### config.mk
export PLATFORM = sky130hd
export DESIGN_NAME = spi_bridge
export DESIGN_NICKNAME = d
export VERILOG_FILES = /design/src/rtl/spi_bridge_pkg.sv /design/src/rtl/spi_bridge.sv
export SDC_FILE = /design/constraint.sdc
export NUM_CORES = 1
export LEC_CHECK = 0
export ABC_CLOCK_PERIOD_IN_PS = 1500
export CORE_MARGIN = 10
export CORE_UTILIZATION = 45
export DETAILED_ROUTE_END_ITERATION = 6
export GPL_ROUTABILITY_DRIVEN = 0
export PLACE_DENSITY = 0.7
export SYNTH_ARGS = -nofsm -noshare
export SYNTH_HDL_FRONTEND = slang
export SYNTH_SLANG_ARGS = --single-unit
### constraint.sdc
create_clock -name sclk -period 1.5 [get_ports sclk]
set_input_delay 0.3 -clock sclk [delete_from_list [all_inputs] [get_ports sclk]]
set_output_delay 0.3 -clock sclk [all_outputs]
set_load 0.01 [all_outputs]
### src/rtl/spi_bridge_pkg.sv
// ============================================================================
// spi_bridge_pkg : shared widths for the SPI slave front-end
// Rev 1.0
// ============================================================================
`timescale 1ns/1ps
`default_nettype none

package spi_bridge_pkg;
    localparam int SPI_WORD_W = 8;
    localparam int BIT_CNT_W  = 3;
    localparam logic [BIT_CNT_W-1:0] c_LAST_BIT = BIT_CNT_W'(SPI_WORD_W - 1);
endpackage

`default_nettype wire

### src/rtl/spi_bridge.sv
// ============================================================================
// spi_bridge : SPI mode-3 slave, MSB first, 8-bit frames, clocked by sclk
// Rev 1.0
// ============================================================================
`timescale 1ns/1ps
`default_nettype none

module spi_bridge
    import spi_bridge_pkg::*;
(
    input  logic                  sclk,
    input  logic                  rst_n,
    input  logic                  clk,
    input  logic                  cs_n,
    input  logic                  mosi,
    output logic                  miso,
    output logic                  byte_sync,
    output logic [SPI_WORD_W-1:0] data_in,
    input  logic [SPI_WORD_W-1:0] data_out
);

    logic [SPI_WORD_W-1:0] r_rx_shift;
    logic [SPI_WORD_W-1:0] r_tx_shift;
    logic [SPI_WORD_W-1:0] r_data_in;
    logic [BIT_CNT_W-1:0]  r_bit_cnt;
    logic                  r_byte_sync;
    logic [SPI_WORD_W-1:0] w_rx_next;
    logic                  w_clr_n;
    logic                  w_unused_clk;

    assign w_unused_clk = clk;
    assign w_rx_next    = {r_rx_shift[SPI_WORD_W-2:0], mosi};

    // Deasserting chip select drops the frame position as well as reset does.
    assign w_clr_n = rst_n & ~cs_n;

    always_ff @(posedge sclk or negedge w_clr_n) begin
        if (!w_clr_n) begin
            r_bit_cnt   <= '0;
            r_byte_sync <= 1'b0;
        end else begin
            r_bit_cnt   <= r_bit_cnt + 1'b1;
            r_byte_sync <= (r_bit_cnt == c_LAST_BIT);
        end
    end

    always_ff @(posedge sclk or negedge rst_n) begin
        if (!rst_n) begin
            r_rx_shift <= '0;
            r_data_in  <= '0;
        end else if (!cs_n) begin
            r_rx_shift <= w_rx_next;
            if (r_bit_cnt == c_LAST_BIT) begin
                r_data_in <= w_rx_next;
            end
        end
    end

    // A zero count on the falling edge marks the start of a byte: load fresh data.
    always_ff @(negedge sclk or negedge rst_n) begin
        if (!rst_n) begin
            r_tx_shift <= '0;
        end else if (!cs_n) begin
            if (r_bit_cnt == '0) begin
                r_tx_shift <= data_out;
            end else begin
                r_tx_shift <= {r_tx_shift[SPI_WORD_W-2:0], 1'b0};
            end
        end
    end

    assign miso      = cs_n ? 1'b0 : r_tx_shift[SPI_WORD_W-1];
    assign byte_sync = r_byte_sync;
    assign data_in   = r_data_in;

endmodule

`default_nettype wire

==> report_table.html <==
<table>
<tr><th>Metric</th><th>Value</th></tr>
<tr><th colspan="2">Outcome</th></tr>
<tr><td>Status</td><td>finished, violations left</td></tr>
<tr><td>Violations in the final reports</td><td>negative setup slack</td></tr>
<tr><th colspan="2">Global route</th></tr>
<tr><td>Maximum number of pins on one net before global-route repair</td><td>17</td></tr>
<tr><td>Global-route total usage across every layer</td><td>9.666%</td></tr>
<tr><td>Vias in the first global route</td><td>936</td></tr>
<tr><td>Wire length of the first global-routing pass</td><td>4.215 mm</td></tr>
<tr><td>Overall overflow remaining after global route</td><td>0</td></tr>
<tr><td>Number of antenna violations at the first check in global routing</td><td>0</td></tr>
<tr><th colspan="2">Yosys</th></tr>
<tr><td>Top flip-flop cell by instance count after synthesis</td><td>dfrtp_1</td></tr>
<tr><td>Most frequent cells after synthesis</td><td>19 x dfrtp_1, 10 x mux2_2, 9 x inv_1, 8 x dfrtn_1</td></tr>
<tr><td>Number of flops mapped to enable cells by yosys</td><td>0</td></tr>
<tr><td>Count leader, synth</td><td>dfrtp_1</td></tr>
<tr><td>Count of synthesis-stage warnings from yosys</td><td>0</td></tr>
<tr><td>Distinct cells, synth</td><td>15</td></tr>
<tr><td>Synth Net Count</td><td>101</td></tr>
<tr><td>Leading area contributor after synthesis</td><td>dfrtp_1</td></tr>
<tr><td>Number of instances in the synthesized netlist</td><td>85</td></tr>
<tr><td>Mean Syn Cell Area</td><td>14.62 sq um</td></tr>
<tr><td>Synth top area cells</td><td>dfrtp_1 38%, dfrtn_1 16%, o311ai_2 9.2%</td></tr>
<tr><td>Share of the yosys chip area belonging to registers</td><td>54.38%</td></tr>
<tr><td>Synth top area share</td><td>38.27%</td></tr>
<tr><td>Number of synthesized register bits</td><td>27</td></tr>
<tr><td>Synth async-reset ratio</td><td>100.0%</td></tr>
<tr><td>Cell area after technology mapping</td><td>1242 sq um</td></tr>
<tr><th colspan="2">Final layout</th></tr>
<tr><td>Post-Layout Inst Area</td><td>1743 sq um</td></tr>
<tr><td>End-of-flow core utilization</td><td>68.49%</td></tr>
<tr><td>Count of inserted antenna diode cells</td><td>0</td></tr>
<tr><td>Fin nets</td><td>142</td></tr>
<tr><td>Proportion of layout cells with a drive suffix above 1</td><td>43.20%</td></tr>
<tr><td>Final standard cell count with taps included and fillers excluded</td><td>155</td></tr>
<tr><td>Number of fill cells</td><td>188</td></tr>
<tr><td>Area Overhead vs Synth</td><td>40.28%</td></tr>
<tr><th colspan="2">Timing</th></tr>
<tr><td>Setup repair after global routing missed its margin</td><td>true</td></tr>
<tr><td>Final setup vio count</td><td>17</td></tr>
<tr><td>Worst clock skew</td><td>0.01049 ns</td></tr>
<tr><td>Fin Setup TNS</td><td>-5.014 ns</td></tr>
<tr><td>Worst-case headroom to the max-slew limit</td><td>77.83%</td></tr>
<tr><td>Final Worst Setup Slack</td><td>-0.5286 ns</td></tr>
<tr><td>Final-report max-slew violation count</td><td>0</td></tr>
<tr><td>Final number of hold-violating endpoints</td><td>0</td></tr>
<tr><td>Transition time of the tightest slew-check pin</td><td>0.3318 ns</td></tr>
<tr><th colspan="2">Routing</th></tr>
<tr><td>Routed vias/inst</td><td>5.239</td></tr>
<tr><td>Remaining routing DRC violations</td><td>0</td></tr>
<tr><td>Via total after detailed routing</td><td>812</td></tr>
<tr><td>Violation count after the first detailed-route iteration</td><td>32</td></tr>
<tr><td>Antenna Nets Post-Route</td><td>0</td></tr>
<tr><td>First-pass iteration count of the detailed router</td><td>4</td></tr>
<tr><td>Average detailed-routed wire length per instance</td><td>16.34 um</td></tr>
<tr><td>Wire length after detailed routing</td><td>2.532 mm</td></tr>
<tr><th colspan="2">Worst setup path</th></tr>
<tr><td>Slowest stage cell, crit path</td><td>dfrtn_1</td></tr>
<tr><td>Critical setup path kind</td><td>register to output port</td></tr>
<tr><td>R2r setup slk</td><td>-0.47 ns</td></tr>
<tr><td>Arrival time reported for the critical path endpoint</td><td>1.73 ns</td></tr>
<tr><td>Capture point of the critical path</td><td>miso</td></tr>
<tr><td>Worst reg2reg path endpoint</td><td>r_tx_shift[4]</td></tr>
<tr><td>Worst-path cell chain</td><td>nor2b_4, buf_6</td></tr>
<tr><td>Critical path origin</td><td>r_tx_shift[7]</td></tr>
<tr><td>Critical Path Fanout Max</td><td>2</td></tr>
<tr><td>Critical path capture point type</td><td>output port</td></tr>
<tr><td>Biggest cell delay along the critical path</td><td>0.43 ns</td></tr>
<tr><td>Critical register-to-register path startpoint</td><td>r_bit_cnt[0]</td></tr>
<tr><td>Required time worst endpoint</td><td>1.20 ns</td></tr>
<tr><td>Logic depth of the worst register-to-register path</td><td>4</td></tr>
<tr><td>Critical path startpoint category</td><td>register</td></tr>
<tr><th colspan="2">Clocking</th></tr>
<tr><td>TritonCTS buffer count</td><td>3</td></tr>
<tr><td>Clock Path Buffers</td><td>2</td></tr>
<tr><td>Clock tree from TritonCTS</td><td>built</td></tr>
<tr><td>Sinks on Clock Net</td><td>27</td></tr>
<tr><td>Clock Pin Slew Worst Setup and Hold Paths</td><td>0.14 ns</td></tr>
<tr><td>Hold_buf cts</td><td>0</td></tr>
<tr><td>H-tree levels</td><td>1</td></tr>
<tr><td>Clock latency on the worst-skew pair</td><td>0.32 ns</td></tr>
<tr><td>Clock root buffer</td><td>clkbuf_4</td></tr>
<tr><th colspan="2">Run</th></tr>
<tr><td>Max-Cap Viols</td><td>0</td></tr>
<tr><th colspan="2">Floorplan</th></tr>
<tr><td>IO Count</td><td>23</td></tr>
<tr><td>Effective utilization at floorplan</td><td>48.82%</td></tr>
<tr><td>Core region area</td><td>2545 sq um</td></tr>
<tr><td>Total die area</td><td>5263 sq um</td></tr>
<tr><td>Overall die height</td><td>72.55 um</td></tr>
<tr><td>Overall die width</td><td>72.55 um</td></tr>
<tr><td>Cell row count</td><td>18</td></tr>
<tr><th colspan="2">Pwr</th></tr>
<tr><td>LEAKAGE</td><td>0.0007726 uW</td></tr>
<tr><td>Power density cells</td><td>935.8 nW/um^2</td></tr>
<tr><td>Worst IR Drop VDD</td><td>0.7482 mV</td></tr>
<tr><td>Overall Power</td><td>1631 uW</td></tr>
<tr><th colspan="2">Placement</th></tr>
<tr><td>Placed cell count</td><td>145</td></tr>
<tr><td>Area post-placement</td><td>1588 sq um</td></tr>
<tr><td>Count of input and output buffers</td><td>21</td></tr>
<tr><td>Dpl hpwl</td><td>1.816 mm</td></tr>
<tr><th colspan="2">Worst hold path</th></tr>
<tr><td>Worst hold-check path type</td><td>input pin to asynchronous set/reset pin</td></tr>
</table>
stage by stage:
stage,worst slack (ns),hold slack (ns)
after CTS,-0.5392,0.2848
after detailed placement,-0.6724,0.4563
after global routing,-0.5693,0.2968
final,-0.5286,0.2874
after floorplan,-0.3344,0.004409
after global placement,-0.6162,0.4439
power breakdown:
| group | internal (uW) | switching (uW) | leakage (uW) |
|---|---|---|---|
| Combinational | 251 | 142 | 0.000424 |
| Clock | 100 | 215 | 0.0000177 |
| Sequential | 850 | 73.0 | 0.000331 |
| Total | 1200 | 430 | 0.000773 |
registers in the layout (all words and copies together), names as in the netlist:
signal and count:
byte_sync 1, data_in 8, r_bit_cnt 3, r_rx_shift 7, r_tx_shift 8
cell usage in the layout (no fill, tap or decap):
cell	count
dfrtp_1	19
buf_4	13
dlygate4sd2_1	10
clkdlybuf4s50_1	10
mux2_2	8
dfrtn_1	8
mux2_4	7
inv_1	7
nand4bb_1	7
nand2_1	7
o311ai_2	4
buf_6	4
o311ai_4	3
ha_4	3
clkbuf_4	3
buf_12	3
inv_2	2
nor2b_1	2
nor2b_4	2
and2b_4	1
a22o_1	1
clkinv_2	1
cell families (layout without fill, tap and decap cells):
logic type	Yosys count	in the layout	share of synthesized area (%)
and+or+nand+nor	19	19	11.28
adders and majority gates	3	3	3.021
buffers and inverters	13	53	6.344
DFF	27	27	54.38
muxes	15	15	15.11
AOI/OAI and AO/OA	8	8	9.869
worst min path at each step:
stage	startpoint	to
finish	rst_n	r_rx_shift[4]
global route	rst_n	r_rx_shift[5]
CTS	rst_n	r_rx_shift[3]
detailed placement	r_bit_cnt[0]	r_bit_cnt[0]
global placement	r_bit_cnt[0]	r_bit_cnt[0]
floorplan	rst_n	data_in[0]
cell type report:
type,count,area (sq um),share of cell area [%]
Clock buffer,3,22.52,1.292
Clock inverter,1,5.005,0.2872
Inverter,9,33.78,1.938
Multi-Input combinational cell,45,578.1,33.17
Sequential cell,27,675.6,38.77
Tap cell,30,37.54,2.154
Timing Repair Buffer,40,390.4,22.40
what timing repair did:
item | CTS | global route
cloned | 0 | 0
resized for setup | 26 | 3
pin swaps | 1 | 2
setup endpoints to repair | 26 | 16
setup buffers | 5 | 4
routing by layer:
metal	up-vias	global-route usage [%]	part of all wire, %
met3	4	2.993	5.5
met2	16	16.47	50
met5	-	0	0
li1	381	-	-
met4	0	3.165	1.3
met1	411	11.17	43
worst max-delay path: cells and delay by family, from the launching register on:
family | cells | cell delay, ns
buf+inv | 1 | 0.10
flops | 1 | 0.43
simple gates | 1 | 0.14
No activity file was read; power rests on OpenSTA's default activity.
